<file path="config.mk">
export PLATFORM = sky130hd
export DESIGN_NAME = add8_seq_ctrl
export DESIGN_NICKNAME = d
export VERILOG_FILES = /design/src/rtl/add8_seq_ctrl.sv
export SDC_FILE = /design/constraint.sdc
export NUM_CORES = 1
export LEC_CHECK = 0
export CORE_UTILIZATION = 30
export DETAILED_ROUTE_END_ITERATION = 12
export PLACE_DENSITY = 0.63
export SETUP_SLACK_MARGIN = 0.15
export SLEW_MARGIN = 20
export SYNTH_ARGS = -nofsm -noshare
export SYNTH_HDL_FRONTEND = slang
export SYNTH_SLANG_ARGS = --single-unit
</file>
<file path="constraint.sdc">
create_clock -name clk -period 6.5 [get_ports clk]
set_input_delay 1.625 -clock clk [delete_from_list [all_inputs] [get_ports clk]]
set_output_delay 1.625 -clock clk [all_outputs]
set_load 0.01 [all_outputs]
</file>
<file path="src/rtl/add8_seq_ctrl.sv">
// add8_seq_ctrl: 8/16/24/32-bit unsigned adder that reuses one 8-bit adder, one byte per cycle.
// Optional feature: define ADD_SEQ_OVF_EN to add the signed-overflow output ovf.
module add8_seq_ctrl (
   input  logic        clk,
   input  logic        rst,
   input  logic        in_valid,
   output logic        in_ready,
   input  logic [1:0]  mode,
   input  logic [31:0] a,
   input  logic [31:0] b,
   output logic        out_valid,
   input  logic        out_ready,
   output logic [32:0] sum
`ifdef ADD_SEQ_OVF_EN
   ,
   output logic        ovf
`endif
);

   typedef enum logic [1:0] {S_IDLE = 2'd0, S_RUN = 2'd1, S_DONE = 2'd2} state_t;

   state_t      state_q;
   logic [31:0] a_q;
   logic [31:0] b_q;
   logic [1:0]  mode_q;
   logic [1:0]  idx_q;
   logic        carry_q;
   logic        out_valid_q;
   logic [32:0] sum_q;
   logic [32:0] sum_d;
   logic [7:0]  a_byte_d;
   logic [7:0]  b_byte_d;
   logic [8:0]  step_d;
   logic        last_d;
   logic [4:0]  op_pos_d;
   logic [5:0]  res_pos_d;
`ifdef ADD_SEQ_OVF_EN
   logic        ovf_q;
   logic        ovf_d;
`endif

   // Shared byte adder: the step index selects both operand bytes and the result slot.
   always_comb begin
      op_pos_d  = {idx_q, 3'b000};
      res_pos_d = {1'b0, idx_q, 3'b000};
      a_byte_d  = a_q[op_pos_d +: 8];
      b_byte_d  = b_q[op_pos_d +: 8];
      step_d    = {1'b0, a_byte_d} + {1'b0, b_byte_d} + {8'd0, carry_q};
      last_d    = (idx_q == mode_q);
      sum_d     = sum_q;
      sum_d[res_pos_d +: 8] = step_d[7:0];
      if (last_d) begin
         sum_d[res_pos_d + 6'd8] = step_d[8];
      end
   end

`ifdef ADD_SEQ_OVF_EN
   always_comb begin
      ovf_d = (a_byte_d[7] == b_byte_d[7]) && (step_d[7] != a_byte_d[7]);
   end
`endif

   always_ff @(posedge clk) begin
      if (rst) begin
         state_q     <= S_IDLE;
         a_q         <= '0;
         b_q         <= '0;
         mode_q      <= '0;
         idx_q       <= '0;
         carry_q     <= 1'b0;
         out_valid_q <= 1'b0;
         sum_q       <= '0;
`ifdef ADD_SEQ_OVF_EN
         ovf_q       <= 1'b0;
`endif
      end else begin
         unique case (state_q)
            S_IDLE: begin
               if (in_valid) begin
                  a_q     <= a;
                  b_q     <= b;
                  mode_q  <= mode;
                  idx_q   <= '0;
                  carry_q <= 1'b0;
                  sum_q   <= '0;
`ifdef ADD_SEQ_OVF_EN
                  ovf_q   <= 1'b0;
`endif
                  state_q <= S_RUN;
               end
            end
            S_RUN: begin
               sum_q   <= sum_d;
               carry_q <= step_d[8];
               idx_q   <= idx_q + 2'd1;
               if (last_d) begin
                  idx_q   <= '0;
`ifdef ADD_SEQ_OVF_EN
                  ovf_q   <= ovf_d;
`endif
                  state_q <= S_DONE;
               end
            end
            S_DONE: begin
               // out_valid is registered one edge after DONE entry; the handshake needs it asserted.
               if (!out_valid_q) begin
                  out_valid_q <= 1'b1;
               end else if (out_ready) begin
                  out_valid_q <= 1'b0;
`ifdef ADD_SEQ_OVF_EN
                  ovf_q       <= 1'b0;
`endif
                  state_q     <= S_IDLE;
               end
            end
            default: begin
               state_q <= S_IDLE;
            end
         endcase
      end
   end

   assign in_ready  = (state_q == S_IDLE) && !rst;
   assign out_valid = out_valid_q;
   assign sum       = sum_q;
`ifdef ADD_SEQ_OVF_EN
   assign ovf       = ovf_q;
`endif

endmodule
</file>
==> metrics.json, run 1 <==
{
  "status": {
    "run_status": "completed"
  },
  "floorplanning": {
    "chipHeight_um": 127.3,
    "placementRows": 45,
    "dieWidth_um": 127.3,
    "core-area_um2": 15260,
    "ioPinCount": 105,
    "die_area_um2": 16210,
    "initial_core_util_pct": 30.88
  },
  "power": {
    "power-per-cell-area_nw_per_um2": 243.7,
    "power.clock.fraction_pct": 34.8,
    "cellInternalPower_mw": 1.068,
    "power_switching_share_pct": 29.08,
    "static-leakage-power_nw": 2.201,
    "p_seq_share_pct": 47.0,
    "switching_power_mw": 0.4379,
    "p_comb_share_pct": 18.2,
    "power.ir.vdd_worst_mv": 0.1340
  },
  "clock_tree": {
    "cts_sinks": 105,
    "clock_tree.htree_level_count": 3,
    "worst_setup_hold_path_clk_slew_ps": 70,
    "cts_root_buffer": "sky130_fd_sc_hd__clkbuf_16",
    "clockBufferDepth": 2,
    "cts_hold_buf": 0,
    "tritoncts.num_buffers": 9,
    "postCtsSetupRepairBufs": 0,
    "cts_resized": 0,
    "tritoncts": "done",
    "worst_skew_pair.late_latency_ps": 350
  },
  "worst_setup_path": {
    "worstPathArrival_ps": 2520,
    "crit_slowest_cell": "sky130_fd_sc_hd__clkdlybuf4s50_1",
    "setup.worst_path.end_class": "primary output",
    "max_stage_delay_ps": 580,
    "worst-setup-path-type": "primary input to primary output",
    "worst-r2r-cell-count": 10,
    "reg2reg_to": "sum[32]",
    "timing.critical_path.buf_inv": 2,
    "r2r-start": "idx_q[0]",
    "path_delay_family": "buffers and inverters",
    "crit_required_ps": 4880,
    "cells_along_the_critical_path": "buf_4 > nor3_1 > clkdlybuf4s50_1",
    "setup.worst_path.start_class": "primary input",
    "regToRegSetupSlack_ps": 2960,
    "critical_path.max_fanout": 8
  },
  "min_path": {
    "min_path_cells": 2,
    "worst_hold_path_type": "flop to flop",
    "min_to": "b_q[31]",
    "hp-start": "b_q[31]"
  },
  "yosys": {
    "netlist.area_leader.share_pct": 44.61,
    "synth.most_common_cell": "sky130_fd_sc_hd__nand2_1",
    "syn-mean-instance-area_um2": 8.646,
    "synth_top_cells_by_area": "sky130_fd_sc_hd__dfxtp_1, sky130_fd_sc_hd__nand2_1, sky130_fd_sc_hd__a21oi_1",
    "synth.largest_area_cell": "sky130_fd_sc_hd__dfxtp_1",
    "ys_seq_area_share_pct": 44.61,
    "gate_count_after_technology_mapping": 545,
    "synth.net_count": 630,
    "synth-seq-cells": 105,
    "post_synth_num_cell_types": 48,
    "postSynth.topFlopCell": "sky130_fd_sc_hd__dfxtp_1",
    "yosysWarnings": 0,
    "post_synth_most_frequent_cells": "sky130_fd_sc_hd__nand2_1, sky130_fd_sc_hd__dfxtp_1, sky130_fd_sc_hd__a21oi_1",
    "synthesis.area_um2": 4712,
    "post_synthesis_async_set_or_reset_flop_share_pct": 0,
    "number_of_flops_mapped_to_enable_cells_by_yosys": 0
  },
  "timing": {
    "tightestPinTransition_ps": 1050,
    "rsz0062_at_grt": "false",
    "final.setup.worst_slack_ps": 2352,
    "clock.fmax_mhz": 241.1,
    "period_minus_slack_ps": 4148,
    "final-setup-viol-count": 0,
    "setup-tns-final_ps": 0,
    "worst_clock_skew_ps": 8.026,
    "hold_viol": 0,
    "max_slew_margin_pct": 29.87,
    "report.final.slew_viol_count": 0,
    "fraction_of_the_cycle_the_final_worst_path_needs_pct": 63.81
  },
  "cells_and_area": {
    "multi_input_comb_area_um2": 2444,
    "layout-drive-gt1-share_pct": 6.815,
    "nFillCells": 1515,
    "regArea_um2": 2102,
    "final_core_utilization_pct": 40.49,
    "layout-area-overhead-vs-synth_pct": 31.12,
    "finish.net_count": 711,
    "insertedDiodeCount": 0
  },
  "routing": {
    "drt_pass1_iterations": 5,
    "wl_per_cell_um": 14.57,
    "route.detailed.drc": 0,
    "detail-route-antenna-nets": 0,
    "drtIter0Drc": 279,
    "route.vias.total": 4144,
    "routed_wl_um": 12270,
    "drt-vias-per-instance": 4.922
  },
  "placement": {
    "dp_slack_ps": 2362,
    "gp_routability_congestion": 0.8362,
    "placement.io_buffers": 104,
    "hpwlAfterDp_um": 8799
  },
  "flow_run": {
    "cap_violations": 0
  },
  "global_route": {
    "grt_pass1_wl_um": 19860,
    "track_usage_pct": 15.67,
    "grt_start_max_net_pins": 108,
    "global_route.overflow_total": 0,
    "antenna_found_initial": 0,
    "number_of_global_route_vias_before_repair": 3967
  }
}
-- area by class of cell --
class | instances | share of cell area, %
multi-input combinational | 398 | 39.55
timing repair buffer | 107 | 17.17
clock inverter | 7 | 1.033
tap | 211 | 4.273
sequential | 105 | 34.02
clock buffer | 9 | 3.645
inverter | 5 | 0.3038
-- sequential cells by signal, indices dropped and copies added, names as in the netlist --
signal,cells
idx_q,2
b_q,32
state_q,2
carry_q,1
out_valid,1
sum,33
a_q,32
mode_q,2
-- through the flow --
step	power [mW]	hold WS, ps	instance area [um2]	cells
floorplan	0.8943	433.1	4712	545
global placement	0.9882	442.5	5884	826
detailed placement	0.9979	446.6	5884	826
CTS	1.523	457.2	6173	842
global route	1.581	476.7	6178	842
finish	1.506	455.0	6178	842
-- logic make-up (layout without fill, tap and decap cells) --
kind of cell / after synthesis / count (layout) / share of synthesized area (%)
compound gates: 136 / 136 / 17.18
xor+xnor: 6 / 6 / 1.115
fa+ha+maj: 15 / 15 / 4.302
buf+inv: 42 / 128 / 3.718
flops: 105 / 105 / 44.61
mux: 18 / 18 / 8.072
simple gates: 223 / 223 / 21.00
-- cells in the final DEF, fill, tap and decap left out, drive strengths merged, types with 2 or more instances in the layout --
| master | count |
|---|---|
| a21o | 3 |
| a21oi | 82 |
| a22o | 3 |
| a22oi | 15 |
| a2bb2oi | 2 |
| a31o | 2 |
| a31oi | 3 |
| and2b | 2 |
| and3 | 2 |
| buf | 4 |
| clkbuf | 9 |
| clkdlybuf4s50 | 103 |
| clkinv | 3 |
| dfxtp | 105 |
| fa | 2 |
| ha | 13 |
| inv | 8 |
| mux2i | 2 |
| mux4 | 16 |
| nand2 | 139 |
| nand2b | 5 |
| nand3 | 6 |
| nand3b | 12 |
| nand4 | 2 |
| nor2 | 37 |
| nor2b | 2 |
| nor3 | 5 |
| o211ai | 2 |
| o21ai | 10 |
| o311ai | 5 |
| o31ai | 4 |
| or2b | 2 |
| or4 | 4 |
| xnor2 | 2 |
| xor2 | 4 |
-- power by group through the flow --
stage,clock network (mW),logic [mW],registers (mW)
after global placement,0,0.267,0.721
after global routing,0.564,0.304,0.714
after CTS,0.539,0.275,0.708
after detailed placement,0,0.275,0.723
final,0.524,0.274,0.708
after floorplan,0,0.178,0.716
-- how the worst max path moves through the flow --
stage | startpoint | end | slack (ps) | cells past startpoint
floorplan | rst | in_ready | 2630 | 3
global placement | rst | in_ready | 2380 | 3
detailed placement | rst | in_ready | 2360 | 3
CTS | rst | in_ready | 2360 | 3
global route | rst | in_ready | 2300 | 3
finish | rst | in_ready | 2350 | 3
-- worst min-delay path, cell delays in order (launching register included) --
cell,delay (ps)
sky130_fd_sc_hd__dfxtp_1,310
sky130_fd_sc_hd__nand2_1,50
sky130_fd_sc_hd__a21oi_1,50
-- metal layers --
metal,wire [um],global-route usage [%],share of wire (%),vias to the layer above
li1,-,-,-,2070
met4,155,4.832,1.3,0
met3,678,3.559,5.5,11
met5,0,0,0,-
met1,5589,19.78,46,1937
met2,5842,26.52,48,126
No activity file was read; power rests on OpenSTA's default activity.
==> run 2, diff against run 1 <==
==> constraint.sdc (replaced) <==
create_clock -name clk -period 3.9 [get_ports clk]
set_input_delay 0.975 -clock clk [delete_from_list [all_inputs] [get_ports clk]]
set_output_delay 0.975 -clock clk [all_outputs]
set_load 0.01 [all_outputs]
==> run 2 against run 1 <==
Effect of this change: setup slack got worse by 1800 ps; final cell count increased by 0.24%; combinational power increased by 68%; critical path depth increased by 5; flip-flop and latch count unchanged; clock power increased by 64%; die area unchanged; global-route usage increased by 0.32 points; power increased by 66%; register-to-register slack got worse by 2400 ps; clock-buffer cell count increased by 3.
==> metrics.json, run 2 (synthesis results as in run 1) <==
{
  "timing": {
    "report.final.slew_viol_count": {"value": 0, "change": "unchanged"},
    "whs": {"value": 452.8, "unit": "ps", "change": "was 455.0 ps"},
    "worst_clock_skew": {"value": 8.509, "unit": "ps", "change": "was 8.026 ps"},
    "rsz0062_at_grt": {"value": "false", "change": "unchanged"},
    "final.setup.worst_slack": {"value": 524.4, "unit": "ps", "change": "was 2352 ps"},
    "final-setup-viol-count": {"value": 0, "change": "unchanged"},
    "max_slew_margin": {"value": 30.90, "unit": "%", "change": "was 29.87%"},
    "tightestPinTransition": {"value": 1037, "unit": "ps", "change": "was 1050 ps"},
    "clock.fmax_mhz": 296.2,
    "fraction_of_the_cycle_the_final_worst_path_needs_pct": 86.55,
    "period_minus_slack_ps": 3376,
    "setup-tns-final": {"value": 0, "unit": "ps", "change": "unchanged"},
    "hold_viol": {"value": 0, "change": "unchanged"}
  },
  "cells_and_area": {
    "layout_commonest_cell": {"value": "sky130_fd_sc_hd__nand2_1", "change": "unchanged"},
    "final_core_utilization": {"value": 40.64, "unit": "%", "change": "was 40.49%"},
    "largest_register_ffs": {"value": 33, "change": "unchanged"},
    "fin_cells": {"value": 844, "change": "was 842"},
    "finish.net_count": {"value": 713, "change": "was 711"},
    "layout-drive-gt1-share": {"value": 6.793, "unit": "%", "change": "was 6.815%"},
    "nFillCells": {"value": 1523, "change": "was 1515"},
    "insertedDiodeCount": {"value": 0, "change": "unchanged"},
    "layout-area-overhead-vs-synth": {"value": 31.60, "unit": "%", "change": "was 31.12%"},
    "layout.cells.most_common_list": {"value": "sky130_fd_sc_hd__nand2_1, sky130_fd_sc_hd__dfxtp_1, sky130_fd_sc_hd__clkdlybuf4s50_1", "change": "unchanged"}
  },
  "clock_tree": {
    "cts_hold_buf": {"value": 0, "change": "unchanged"},
    "worst_setup_hold_path_clk_slew": {"value": 70, "unit": "ps", "change": "about the same"},
    "postCtsSetupRepairBufs": {"value": 0, "change": "unchanged"},
    "cts_resized": {"value": 0, "change": "unchanged"},
    "tritoncts": {"value": "done", "change": "unchanged"},
    "cts_root_buffer": {"value": "sky130_fd_sc_hd__clkbuf_16", "change": "unchanged"},
    "clock_tree.htree_level_count": {"value": 3, "change": "unchanged"},
    "worst_skew_pair.late_latency": {"value": 350, "unit": "ps", "change": "about the same"},
    "clockBufferDepth": {"value": 2, "change": "unchanged"},
    "tritoncts.num_buffers": {"value": 9, "change": "unchanged"},
    "cts_sinks": {"value": 105, "change": "unchanged"}
  },
  "routing": {
    "route.detailed.drc": {"value": 0, "change": "unchanged"},
    "routed_wl": {"value": 12480, "unit": "um", "change": "was 12270 um"},
    "wl_per_cell": {"value": 14.78, "unit": "um", "change": "was 14.57 um"},
    "detail-route-antenna-nets": {"value": 0, "change": "unchanged"},
    "drt-vias-per-instance": {"value": 4.905, "change": "was 4.922"},
    "drtIter0Drc": {"value": 298, "change": "was 279"},
    "drt_pass1_iterations": {"value": 8, "change": "was 5"},
    "route.vias.total": {"value": 4140, "change": "was 4144"}
  },
  "power": {
    "static-leakage-power": {"value": 2.216, "unit": "nW", "change": "was 2.201 nW"},
    "power.ir.vdd_worst": {"value": 0.2096, "unit": "mV", "change": "was 0.1340 mV"},
    "power-per-cell-area": {"value": 403.7, "unit": "nW/um2", "change": "was 243.7 nW/um2"}
  },
  "placement": {
    "dp_slack": {"value": 519.0, "unit": "ps", "change": "was 2362 ps"},
    "hpwlAfterDp": {"value": 9359, "unit": "um", "change": "was 8799 um"},
    "gp_routability_congestion": {"value": 0.8150, "change": "was 0.8362"},
    "post_placement_cell_count": {"value": 828, "change": "was 826"},
    "placement.io_buffers": {"value": 104, "change": "unchanged"}
  },
  "global_route": {
    "track_usage": {"value": 15.99, "unit": "%", "change": "was 15.67%"},
    "antenna_found_initial": {"value": 0, "change": "unchanged"},
    "grt_pass1_wl": {"value": 20470, "unit": "um", "change": "was 19860 um"},
    "global_route.overflow_total": {"value": 0, "change": "unchanged"},
    "grt_start_max_net_pins": {"value": 114, "change": "was 108"},
    "number_of_global_route_vias_before_repair": {"value": 4144, "change": "was 3967"}
  },
  "floorplanning": {
    "placementRows": {"value": 45, "change": "unchanged"},
    "chipHeight": {"value": 127.3, "unit": "um", "change": "unchanged"},
    "ioPinCount": {"value": 105, "change": "unchanged"},
    "core-area": {"value": 15260, "unit": "um2", "change": "unchanged"},
    "dieWidth": {"value": 127.3, "unit": "um", "change": "unchanged"},
    "die_area": {"value": 16210, "unit": "um2", "change": "unchanged"},
    "initial_core_util": {"value": 30.88, "unit": "%", "change": "unchanged"}
  },
  "flow_run": {
    "cap_violations": {"value": 0, "change": "unchanged"}
  },
  "worst_setup_path": {
    "worstPathArrival": {"value": 3620, "unit": "ps", "change": "was 2520 ps"},
    "setup.worst_path.start_class": {"value": "flop", "change": "was primary input"},
    "crit_required": {"value": 4140, "unit": "ps", "change": "was 4880 ps"},
    "critical_path.max_fanout": {"value": 10, "change": "was 8"},
    "worst-setup-path-type": {"value": "flop to flop", "change": "was primary input to primary output"},
    "setup.worst_path.end_class": {"value": "flop", "change": "was primary output"}
  },
  "status": {
    "run_status": {"value": "completed", "change": "unchanged"}
  },
  "min_path": {
    "worst_hold_path_type": {"value": "flop to flop", "change": "unchanged"}
  }
}
## run 2: cell types whose count changed in the layout (fill, tap and decap cells not counted)
cell	change
sky130_fd_sc_hd__inv_6	-3
sky130_fd_sc_hd__clkinv_4	+2
sky130_fd_sc_hd__clkinv_2	-1
sky130_fd_sc_hd__buf_4	+1
sky130_fd_sc_hd__clkinv_8	-1
sky130_fd_sc_hd__inv_8	+1
sky130_fd_sc_hd__clkbuf_1	+2
sky130_fd_sc_hd__clkbuf_8	+1
sky130_fd_sc_hd__clkinvlp_4	-1
sky130_fd_sc_hd__buf_12	+1
## run 2: area by class of cell
class	count	area (um2)	share of cell area (%)
clock buffer	12	246.5	3.975
clock inverter	4	37.54	0.6053
multi-input combinational	398	2444	39.41
inverter	5	18.77	0.3027
tap	211	264.0	4.257
timing repair buffer	109	1089	17.55
sequential	105	2102	33.90
## run 2: worst max-delay path, cell delays in order (launching register included)
cell and delay [ps]:
sky130_fd_sc_hd__dfxtp_1 730, sky130_fd_sc_hd__buf_4 320, sky130_fd_sc_hd__mux4_2 510, sky130_fd_sc_hd__ha_1 380, sky130_fd_sc_hd__a21o_1 220, sky130_fd_sc_hd__a31o_2 250
sky130_fd_sc_hd__a21oi_1 440, sky130_fd_sc_hd__nand3_1 140, sky130_fd_sc_hd__a32o_1 270
## run 2: worst paths after layout
path | start | end | slack, ps | depth (start not counted)
worst max-delay path | idx_q[0] | sum[32] | 520 | 8
worst min-delay path | b_q[12] | b_q[12] | 450 | 2
worst max register to register | idx_q[0] | sum[32] | 520 | 8
worst min register to register | b_q[12] | b_q[12] | 450 | 2
## run 2: report_power, final
| part | internal [mW] | switching [mW] | total (mW) | leakage, nW |
|---|---|---|---|---|
| registers | 1.14 | 0.0444 | 1.18 | 0.856 |
| clock network | 0.459 | 0.398 | 0.857 | 0.139 |
| logic | 0.199 | 0.262 | 0.461 | 1.22 |
| total | 1.80 | 0.705 | 2.50 | 2.22 |
## run 2: metrics by stage
step | instance area (um2) | power [mW]
after floorplan | 4712 | 1.491
after global routing | 6201 | 2.628
after CTS | 6196 | 2.525
after detailed placement | 5912 | 1.671
after global placement | 5912 | 1.660
final | 6201 | 2.503
## run 2: metal layers
layer | track usage [%] | wire length [um] | vias up
met5 | 0 | 0 | -
met4 | 6.373 | 314 | 0
met3 | 3.057 | 685 | 23
met2 | 26.13 | 5770 | 116
met1 | 20.78 | 5707 | 1929
li1 | - | - | 2072
==> run 3, diff against run 2 <==
--- a/config.mk
+++ b/config.mk
@@ -6,6 +6,7 @@
 export NUM_CORES = 1
 export LEC_CHECK = 0
 export CORE_UTILIZATION = 30
+export CTS_CLUSTER_DIAMETER = 80
 export DETAILED_ROUTE_END_ITERATION = 12
 export PLACE_DENSITY = 0.63
 export SETUP_SLACK_MARGIN = 0.15
==> results of run 3 <==
Same layout as run 2: the final DEF is identical, and so are final timing and power.
